$ cat src/rtl/multi_pixel_frequency_manager.sv
// rtl/multi_pixel_frequency_manager.sv - per-pixel edge-period classifier with register dump
//
// Samples CHANNELS pixel positions from a line-scan stream, measures the period
// between rising edges of each sampled bit, accumulates periods falling into two
// frequency windows, and on stop dumps 2*CHANNELS accumulators over a register
// write port, then pulses irq.
//
// Ports:
//   s00_axi_aclk, s00_axi_aresetn : clock, asynchronous active-low reset
//   data, data_valid, line_start  : pixel stream (line_start marks pixel 0)
//   pixel_indexes                 : packed per-channel pixel index
//   threshold                     : sample threshold (FREQ_ANALYZER_THRESHOLD_EN only)
//   start, stop, clear            : control strobes
//   register_operation/number/write, register_ack : dump write port
//   busy, irq                     : dump in progress / dump complete pulse
//
// Optional feature macro: FREQ_ANALYZER_THRESHOLD_EN selects (data >= threshold)
// as the sampled bit instead of the data MSB.

module multi_pixel_frequency_manager #(
    parameter int CHANNELS            = 3,
    parameter int PIXEL_INDEX_WIDTH   = 10,
    parameter int DATA_WIDTH          = 8,
    parameter int COUNTER_WIDTH       = 32,
    parameter int CLOCK               = 100000000,
    parameter int FREQUENCY_1         = 9000,
    parameter int FREQUENCY_2         = 11000,
    parameter int FREQUENCY_DEVIATION = 10
) (
    input  logic                                  s00_axi_aclk,
    input  logic                                  s00_axi_aresetn,
    input  logic [DATA_WIDTH-1:0]                 data,
    input  logic                                  data_valid,
    input  logic                                  line_start,
    input  logic [CHANNELS*PIXEL_INDEX_WIDTH-1:0] pixel_indexes,
    input  logic [DATA_WIDTH-1:0]                 threshold,
    input  logic                                  start,
    input  logic                                  stop,
    input  logic                                  clear,
    output logic [1:0]                            register_operation,
    output logic [7:0]                            register_number,
    output logic [31:0]                           register_write,
    input  logic                                  register_ack,
    output logic                                  busy,
    output logic                                  irq
);

    localparam int P1     = CLOCK / FREQUENCY_1;
    localparam int P2     = CLOCK / FREQUENCY_2;
    localparam int P1_MIN = P1 - P1 * FREQUENCY_DEVIATION / 100;
    localparam int P1_MAX = P1 + P1 * FREQUENCY_DEVIATION / 100;
    localparam int P2_MIN = P2 - P2 * FREQUENCY_DEVIATION / 100;
    localparam int P2_MAX = P2 + P2 * FREQUENCY_DEVIATION / 100;

    localparam logic [COUNTER_WIDTH-1:0] P1_MIN_C = COUNTER_WIDTH'(P1_MIN);
    localparam logic [COUNTER_WIDTH-1:0] P1_MAX_C = COUNTER_WIDTH'(P1_MAX);
    localparam logic [COUNTER_WIDTH-1:0] P2_MIN_C = COUNTER_WIDTH'(P2_MIN);
    localparam logic [COUNTER_WIDTH-1:0] P2_MAX_C = COUNTER_WIDTH'(P2_MAX);

    // Dump index is {channel, odd}: odd selects f2, even selects f1.
    localparam int CH_W = (CHANNELS > 1) ? $clog2(CHANNELS) : 1;
    localparam logic [CH_W:0] LAST_REG = (CH_W + 1)'(2 * CHANNELS - 1);

    typedef enum logic [1:0] {
        S_IDLE,
        S_RUN,
        S_DUMP,
        S_DONE
    } state_t;

    state_t state, state_next;
    logic [CH_W:0] dump_idx, dump_idx_next;
    logic [CH_W-1:0] ch_sel;

    logic [PIXEL_INDEX_WIDTH-1:0] pixel_count;
    logic [PIXEL_INDEX_WIDTH-1:0] current_index;
    logic [CHANNELS-1:0]          sample;
    logic [CHANNELS-1:0]          sample_prev;
    logic [CHANNELS-1:0]          armed;
    logic [COUNTER_WIDTH-1:0]     period [CHANNELS];
    logic [COUNTER_WIDTH-1:0]     f1     [CHANNELS];
    logic [COUNTER_WIDTH-1:0]     f2     [CHANNELS];

    logic pixel_bit;
    logic run_active;
    logic clear_active;

`ifdef FREQ_ANALYZER_THRESHOLD_EN
    assign pixel_bit = (data >= threshold);
`else
    logic unused_threshold;
    assign unused_threshold = ^threshold;
    assign pixel_bit        = data[DATA_WIDTH-1];
`endif

    assign run_active    = (state == S_RUN);
    assign clear_active  = clear && ((state == S_IDLE) || (state == S_RUN));
    assign current_index = line_start ? '0 : pixel_count;

    function automatic logic [COUNTER_WIDTH-1:0] sat_add(
        input logic [COUNTER_WIDTH-1:0] a,
        input logic [COUNTER_WIDTH-1:0] b
    );
        logic [COUNTER_WIDTH:0] s;
        s = {1'b0, a} + {1'b0, b};
        return s[COUNTER_WIDTH] ? '1 : s[COUNTER_WIDTH-1:0];
    endfunction

    // Pixel counter and per-channel sample capture.
    always_ff @(posedge s00_axi_aclk or negedge s00_axi_aresetn) begin
        if (!s00_axi_aresetn) begin
            pixel_count <= '0;
            sample      <= '0;
        end else if (clear_active) begin
            pixel_count <= '0;
            sample      <= '0;
        end else if (run_active && data_valid) begin
            // line_start marks the current pixel as index 0, so the next is 1.
            pixel_count <= line_start ? PIXEL_INDEX_WIDTH'(1)
                                      : pixel_count + PIXEL_INDEX_WIDTH'(1);
            for (int c = 0; c < CHANNELS; c++) begin
                if (current_index == pixel_indexes[c*PIXEL_INDEX_WIDTH +: PIXEL_INDEX_WIDTH])
                    sample[c] <= pixel_bit;
            end
        end
    end

    // Edge detection, period measurement and window accumulation.
    always_ff @(posedge s00_axi_aclk or negedge s00_axi_aresetn) begin
        if (!s00_axi_aresetn) begin
            sample_prev <= '0;
            armed       <= '0;
            for (int c = 0; c < CHANNELS; c++) begin
                period[c] <= '0;
                f1[c]     <= '0;
                f2[c]     <= '0;
            end
        end else if (clear_active) begin
            sample_prev <= '0;
            armed       <= '0;
            for (int c = 0; c < CHANNELS; c++) begin
                period[c] <= '0;
                f1[c]     <= '0;
                f2[c]     <= '0;
            end
        end else if (run_active) begin
            sample_prev <= sample;
            for (int c = 0; c < CHANNELS; c++) begin
                if (sample[c] && !sample_prev[c]) begin
                    period[c] <= COUNTER_WIDTH'(1);
                    // The first edge has no reference point, so it only arms.
                    if (!armed[c]) begin
                        armed[c] <= 1'b1;
                    end else if (period[c] >= P1_MIN_C && period[c] <= P1_MAX_C) begin
                        f1[c] <= sat_add(f1[c], period[c]);
                    end else if (period[c] >= P2_MIN_C && period[c] <= P2_MAX_C) begin
                        f2[c] <= sat_add(f2[c], period[c]);
                    end
                end else if (period[c] != '1) begin
                    period[c] <= period[c] + COUNTER_WIDTH'(1);
                end
            end
        end
    end

    always_ff @(posedge s00_axi_aclk or negedge s00_axi_aresetn) begin
        if (!s00_axi_aresetn) begin
            state    <= S_IDLE;
            dump_idx <= '0;
        end else begin
            state    <= state_next;
            dump_idx <= dump_idx_next;
        end
    end

    assign ch_sel = dump_idx[CH_W:1];

    always_comb begin
        state_next         = state;
        dump_idx_next      = dump_idx;
        register_operation = 2'd0;
        register_number    = 8'd0;
        register_write     = 32'd0;
        busy               = 1'b0;
        irq                = 1'b0;
        case (state)
            S_IDLE: begin
                if (start)
                    state_next = S_RUN;
            end
            S_RUN: begin
                if (stop) begin
                    state_next    = S_DUMP;
                    dump_idx_next = '0;
                end
            end
            S_DUMP: begin
                busy               = 1'b1;
                register_operation = 2'd2;
                register_number    = 8'(dump_idx) + 8'd1;
                register_write     = dump_idx[0] ? 32'(f2[ch_sel]) : 32'(f1[ch_sel]);
                if (register_ack) begin
                    if (dump_idx == LAST_REG)
                        state_next = S_DONE;
                    else
                        dump_idx_next = dump_idx + (CH_W + 1)'(1);
                end
            end
            S_DONE: begin
                busy       = 1'b1;
                irq        = 1'b1;
                state_next = S_IDLE;
            end
            default: state_next = S_IDLE;
        endcase
    end

endmodule

$ cat config.mk
export PLATFORM = sky130hd
export DESIGN_NAME = multi_pixel_frequency_manager
export DESIGN_NICKNAME = d
export VERILOG_FILES = /design/src/rtl/multi_pixel_frequency_manager.sv
export SDC_FILE = /design/constraint.sdc
export NUM_CORES = 1
export LEC_CHECK = 0
export ABC_AREA = 1
export CAP_MARGIN = 40
export CORE_MARGIN = 3
export CORE_UTILIZATION = 40
export CTS_CLUSTER_DIAMETER = 60
export CTS_CLUSTER_SIZE = 12
export DETAILED_ROUTE_END_ITERATION = 10
export RECOVER_POWER = 25
export SYNTH_ARGS = -nofsm -noshare
export SYNTH_HDL_FRONTEND = slang
export SYNTH_SLANG_ARGS = --single-unit
export TNS_END_PERCENT = 5
$ cat constraint.sdc
create_clock -name s00_axi_aclk -period 3.2 [get_ports s00_axi_aclk]
set_input_delay 0.64 -clock s00_axi_aclk [delete_from_list [all_inputs] [get_ports s00_axi_aclk]]
set_output_delay 0.64 -clock s00_axi_aclk [all_outputs]
set_load 0.005 [all_outputs]
# Word level (Yosys, flattened, before mapping)
# Cells that the tools add are included.
# totals
n_memories	0
in_bits	54
word_cells	194
out_inout_bits	44
mem_bits_ro	0
ramBits	0
latch_bits	0
regBits	312
# op_classes
n_eq_ne	18
shifts	0
muxes	76
div_mod_pow	0
bitwise_logic	1
add_sub_neg	12
n_mul	0
n_reduce_logical	55
magnitude_cmp	13
# op_table
operator	n
$mux 32	39
$mux 96	6
$add 32x32->33	6
$le 32x14->1 const B	6
$bmux 32 s2	2
$add 32x1->32 const B	3
$ge 32x13->1 const B	3
$ge 32x14->1 const B	3
$ne 32x32->1 const B	3
$mux 10	4
$reduce_bool 2->1	18
$eq 10x10->1	3
$mux 3	9
$reduce_and 4->1	5
$reduce_and 2->1	9
$ne 2x2->1 const B	8
$reduce_and 5->1	3
$logic_and 1x1->1	11
$add 10x1->10 const B	1
$mux 2	5
$reduce_bool 3->1	3
$mux 1	8
$pmux 2 s4	1
$pmux 3 s2	1
other kinds (12)	15

# Logic depth before layout (Yosys ltp)
# depth
depth_word	8
ltp_mapped	15
ltp_nobuf	15

# Worst setup path after synthesis
# OpenSTA, ideal clock, no wires.
# synth_timing
kind	reg2reg
from	register period[32] (netlist name)
to	register f1[32] (netlist name)
period_less_slack_ns	2.433
n_path_buf	1
required_ns	3.083
slack_ns	0.767
path_stages_with_launch	14
arrival_ns	2.317
setup_ns	0.117
path_cell_list	dfrtp_1 > ha_1 > fa_1 > nand3_1 > nand3_1 > nand2_1 > nand2_1 > nand2_1 > nand2_1 > a21oi_1 > clkbuf_1 > nand2_1 > nand2_1 > nand2_1
# synth_between
elab_chain_cells	7
word_cells_on_any_way	12
classes_between	add/sub: 1; order compare: 2; mux: 6; reduce/logical: 3
# synth_rtl
element	line	source
start, declared	80	logic [COUNTER_WIDTH-1:0] period [CHANNELS];
start signal, assigned by index	160	period[c] <= period[c] + COUNTER_WIDTH'(1);
$add 32x32->33	105	s = {1'b0, a} + {1'b0, b};
$mux 32	106	return s[COUNTER_WIDTH] ? '1 : s[COUNTER_WIDTH-1:0];
$mux 32	154	end else if (period[c] >= P1_MIN_C && period[c] <= P1_MAX_C) begin
$mux 32	152	if (!armed[c]) begin
$mux 32	149	if (sample[c] && !sample_prev[c]) begin
$mux 96	146	end else if (run_active) begin
$mux 96	138	end else if (clear_active) begin
end signal, assigned by index	155	f1[c] <= sat_add(f1[c], period[c]);
end, declared	81	logic [COUNTER_WIDTH-1:0] f1 [CHANNELS];
# Parallel ways exist; a longest one is shown, timed or not. The select of a mux whose other input is x is not followed.
# A chain may end at the register's enable or synchronous reset.

# Final worst setup path
# layout_timing
from	register dump_idx[2]
to	output port register_write[13]
# layout_between
elab_chain_cells	6
word_cells_on_any_way	9
classes_between	mux: 8; bitwise: 1
# layout_rtl
element	line	source
start, declared	72	logic [CH_W:0] dump_idx, dump_idx_next;
start signal, assigned	172	dump_idx <= dump_idx_next;
$not 2->3 (not written as such) (*)	201	register_write = dump_idx[0] ? 32'(f2[ch_sel]) : 32'(f1[ch_sel]);
$bmux 32 s2	201	
$mux 32 (not written as such) (2 in a row)	201	
$mux 32 (*)	201	
$mux 32 (*)	186	case (state)
end, declared	42	output logic [31:0] register_write,
# Mark *: on every way between the ends. The rest lies on a longest branch, timed or not. The select of a mux whose other input is x is not followed.

==> run metrics <==
share of the synthesized area in compound gates (AO/OA/AOI/OAI) 0.0586; filler cell count ~9000; share of flip-flops with an asynchronous set or reset 1.00; register clock-pin slew on the reported worst setup and hold paths 0.06 ns; die outline width between 200 and 300 µm; Synth Instances approximately 6000; hold violation total from the final report 0; area share of the leading cell type in the synthesized netlist 0.285; global routing usage on met1 0.387; area growth from synthesis to final layout 14.4%; status complete, but fails checks; wire length of the first global-routing pass a little over 200000 µm; P_sw around 0.011 W; via count of the first global-routing pass about 35000; largest net degree at the start of global routing 93; critical path start-end classification reg2out; FF+latch count, synth 312; busiest metal layer after global routing met2; Final Instance Count excl. Fillers 7304; Adder-Cell Fraction of Synth Area 0.0821; static leakage between 20 and 25 nW; CP Max Fanout 9; number of port buffers 77; number of placed cells counting well taps about 7200; Final HPWL DP approximately 110000 µm; TritonCTS clock tree yes; sequential element share of the synthesized area 0.231; post-route setup slack -0.0891 ns; count of maximum capacitance violations 1; layout cell share with drive strength beyond 1 0.0500; number of primary I/O pins 98; Mean Syn Cell Area 5.61 µm²; detail-routed net length per standard cell ~18 µm; normalized max-slew margin -0.0268; Post-Route Skew ~0.056 ns; number of max-slew violations in the final report between 40 and 50; Worst Path Required about 2.6 ns; internal power contribution approximately 0.012 W; overflow left after global routing 0; type of the worst min-delay path reg2reg; final critical path time including I/O delays and setup approximately 3.3 ns; Sum Neg Setup Slack -0.484 ns; global placer's final weighted congestion between 0.9 and 1; latest clock arrival within the worst-skew pair between 0.6 and 0.7 ns; switching power share of the total 0.479; total iterations of the first detailed-routing run 7; starting density of the core 0.408; post-route clock period utilization 1.03; startpoint class of the critical path flip-flop; average via count per standard cell just over 5; clk sinks around 310; count of antenna-violating nets left after detailed routing 0; category of the worst setup path capture point output pin; largest voltage drop on the vdd net 0.433 mV; Rows ~110; proportion of synthesized area in mux cells 0; pwr dens 579 mW/mm²; Tightest Pin Transition 1.54 ns; maximum buffer depth of the clock tree 3; total detailed-routing wirelength about 130000 µm; Ant. Diodes 0; total number of vias 37400; antenna violations before repair 0; H-tree depth 2; total CTS buffers 52; failing checks max-capacitance violations, max-slew violations, negative setup slack; Global Route Usage Sum 0.298; synthesized-area fraction occupied by and/or/nand/nor cells 0.468; summed instance area of the synthesized netlist 0.0338 mm²; Die Span Y a little under 300 µm; post-place setup slack ~0.12 ns; dominant synthesized flop cell sky130_fd_sc_hd__dfrtp_1; number of synthesized flops with an enable pin 0; Data arrival, critical path 2.65 ns; portion of total power attributed to the clock network 0.268; unrepaired setup endpoints after global routing yes; biggest area consumer among synthesized cells sky130_fd_sc_hd__nand2_1; Nets 6411; share of power burned in registers 0.288; portion of total power attributed to combinational logic 0.445; main combinational cell family by area after synthesis simple AND/OR/NAND/NOR gates; top cells by area in the synthesized netlist sky130_fd_sc_hd__nand2_1, sky130_fd_sc_hd__dfrtp_1, sky130_fd_sc_hd__inv_1; count of routing violations after the opening detailed-route iteration ~3400; Synth Area in XOR/XNOR 0.0254; count of unresolved DRC violations after routing 0; clock root buffer master sky130_fd_sc_hd__clkbuf_16; Yosys warning count 0; core area slightly above 0.08 mm²; Global Route met2 Usage 0.483; Setup Viol. Count Final 11; distinct cell type count after synthesis 47; highest clock frequency the design can meet 304 MHz; met3 track utilization from global routing 0.0414; floorplan die area ~0.088 mm²
[layout by cell type, fill, tap and decap left out, types with 82 or more instances in the layout]
master,count
sky130_fd_sc_hd__nor2_1,464
sky130_fd_sc_hd__nand4_1,82
sky130_fd_sc_hd__nand2_1,2568
sky130_fd_sc_hd__nor3_1,124
sky130_fd_sc_hd__nand3_1,519
sky130_fd_sc_hd__a21oi_1,157
sky130_fd_sc_hd__dfrtp_1,310
sky130_fd_sc_hd__buf_4,89
sky130_fd_sc_hd__inv_1,1020
sky130_fd_sc_hd__ha_1,212
[final timing paths]
path	startpoint	to	slack, ns	cells past startpoint
hold / removal	sample_prev[1]$_DFFE_PN0P_	sample_prev[1]$_DFFE_PN0P_	0.49	2
hold reg to reg	sample_prev[1]$_DFFE_PN0P_	sample_prev[1]$_DFFE_PN0P_	0.49	2
max in group asynchronous	s00_axi_aresetn	dump_idx[0]$_DFFE_PN0P_	0.25	3
setup / recovery	dump_idx[2]$_DFFE_PN0P_	register_write[13]	-0.09	7
min in group asynchronous	s00_axi_aresetn	f2[89]$_DFFE_PN0P_	0.88	2
setup reg to reg	period[0]$_DFFE_PN0P_	f1[2]$_DFFE_PN0P_	0.40	13
[kinds of logic after synthesis]
family,Yosys count
compound gates,360
xor+xnor,98
fa+ha+maj,218
buf+inv,1171
flops,312
other cells,1
simple gates,3865
[Yosys cell counts, drive strengths merged, types with 2 or more instances]
library cell,instances
o21ai,93
inv,1036
nand3b,10
buf,79
a21o,7
or2,12
o211ai,3
nor4,4
a22oi,5
nor3,151
dfrtp,312
o22ai,71
nand4,82
nor2,476
nor3b,4
ha,212
clkbuf,55
o31ai,2
o21a,3
o21bai,4
nand3,522
xnor2,60
a31oi,2
nand2,2573
and2,27
fa,6
a21oi,169
and3,3
xor2,38
[what timing repair did]
| item | 4_1_cts | 5_1_grt |
|---|---|---|
| pin swaps | 0 | 1 |
| buffers inserted | 2 | 2 |
| hold endpoints to repair | 44 | 0 |
| setup endpoints to repair | 33 | 20 |
| hold buffers | 1 | 0 |
| gates resized for setup | 74 | 20 |
| gates cloned | 2 | 0 |
[through the flow]
stage	util	power (W)	area (µm²)	hold WS, ns
2_1_floorplan	-	0.0120	33800	0.344
3_3_place_gp	0.439	0.0159	36400	0.467
3_5_place_dp	0.439	0.0159	36400	0.469
4_1_cts	0.466	0.0223	38600	0.486
5_1_grt	0.466	0.0237	38600	0.523
6_report	0.466	0.0224	38600	0.486
[worst max-delay path: stages, from the launching register on]
cell and delay (ns):
sky130_fd_sc_hd__dfrtp_2 0.46, sky130_fd_sc_hd__inv_8 0.13, sky130_fd_sc_hd__buf_4 0.18, sky130_fd_sc_hd__o22ai_1 0.19, sky130_fd_sc_hd__nand2_1 0.13, sky130_fd_sc_hd__nand2_1 0.14, sky130_fd_sc_hd__nor3_2 0.24, sky130_fd_sc_hd__clkdlybuf4s50_1 0.56
[layout make-up]
type | instances | area [µm²] | area share
sequential | 312 | 7810 | 0.202
timing repair buffer | 190 | 1890 | 0.0490
clock buffer | 64 | 1420 | 0.0367
inverter | 1037 | 3910 | 0.101
clock inverter | 32 | 398 | 0.0103
multi-input combinational | 4546 | 21800 | 0.564
tap | 1123 | 1410 | 0.0364
[power by group through the flow]
stage | Sequential [W] | Clock [W] | Combinational, W
after floorplan | 0.00541 | 0 | 0.00659
after global placement | 0.00645 | 0 | 0.00940
after detailed placement | 0.00644 | 0 | 0.00948
after CTS | 0.00639 | 0.00609 | 0.00978
after global routing | 0.00644 | 0.00624 | 0.0111
final | 0.00644 | 0.00598 | 0.00994
[state kept, by name (all words and copies together), names as in the netlist]
name,flops
dump_idx,3
f1,96
state,2
f2,96
pixel_count,10
sample,3
sample_prev,3
period,96
armed,3
[metal layers]
metal	vias up	share of wire	routed length, µm
li1	18900	-	-
met2	1307	0.44	58100
met4	0	0.061	8050
met3	312	0.070	9250
met1	16800	0.43	56500
met5	-	0	0
(Power assumes the default switching activity.)
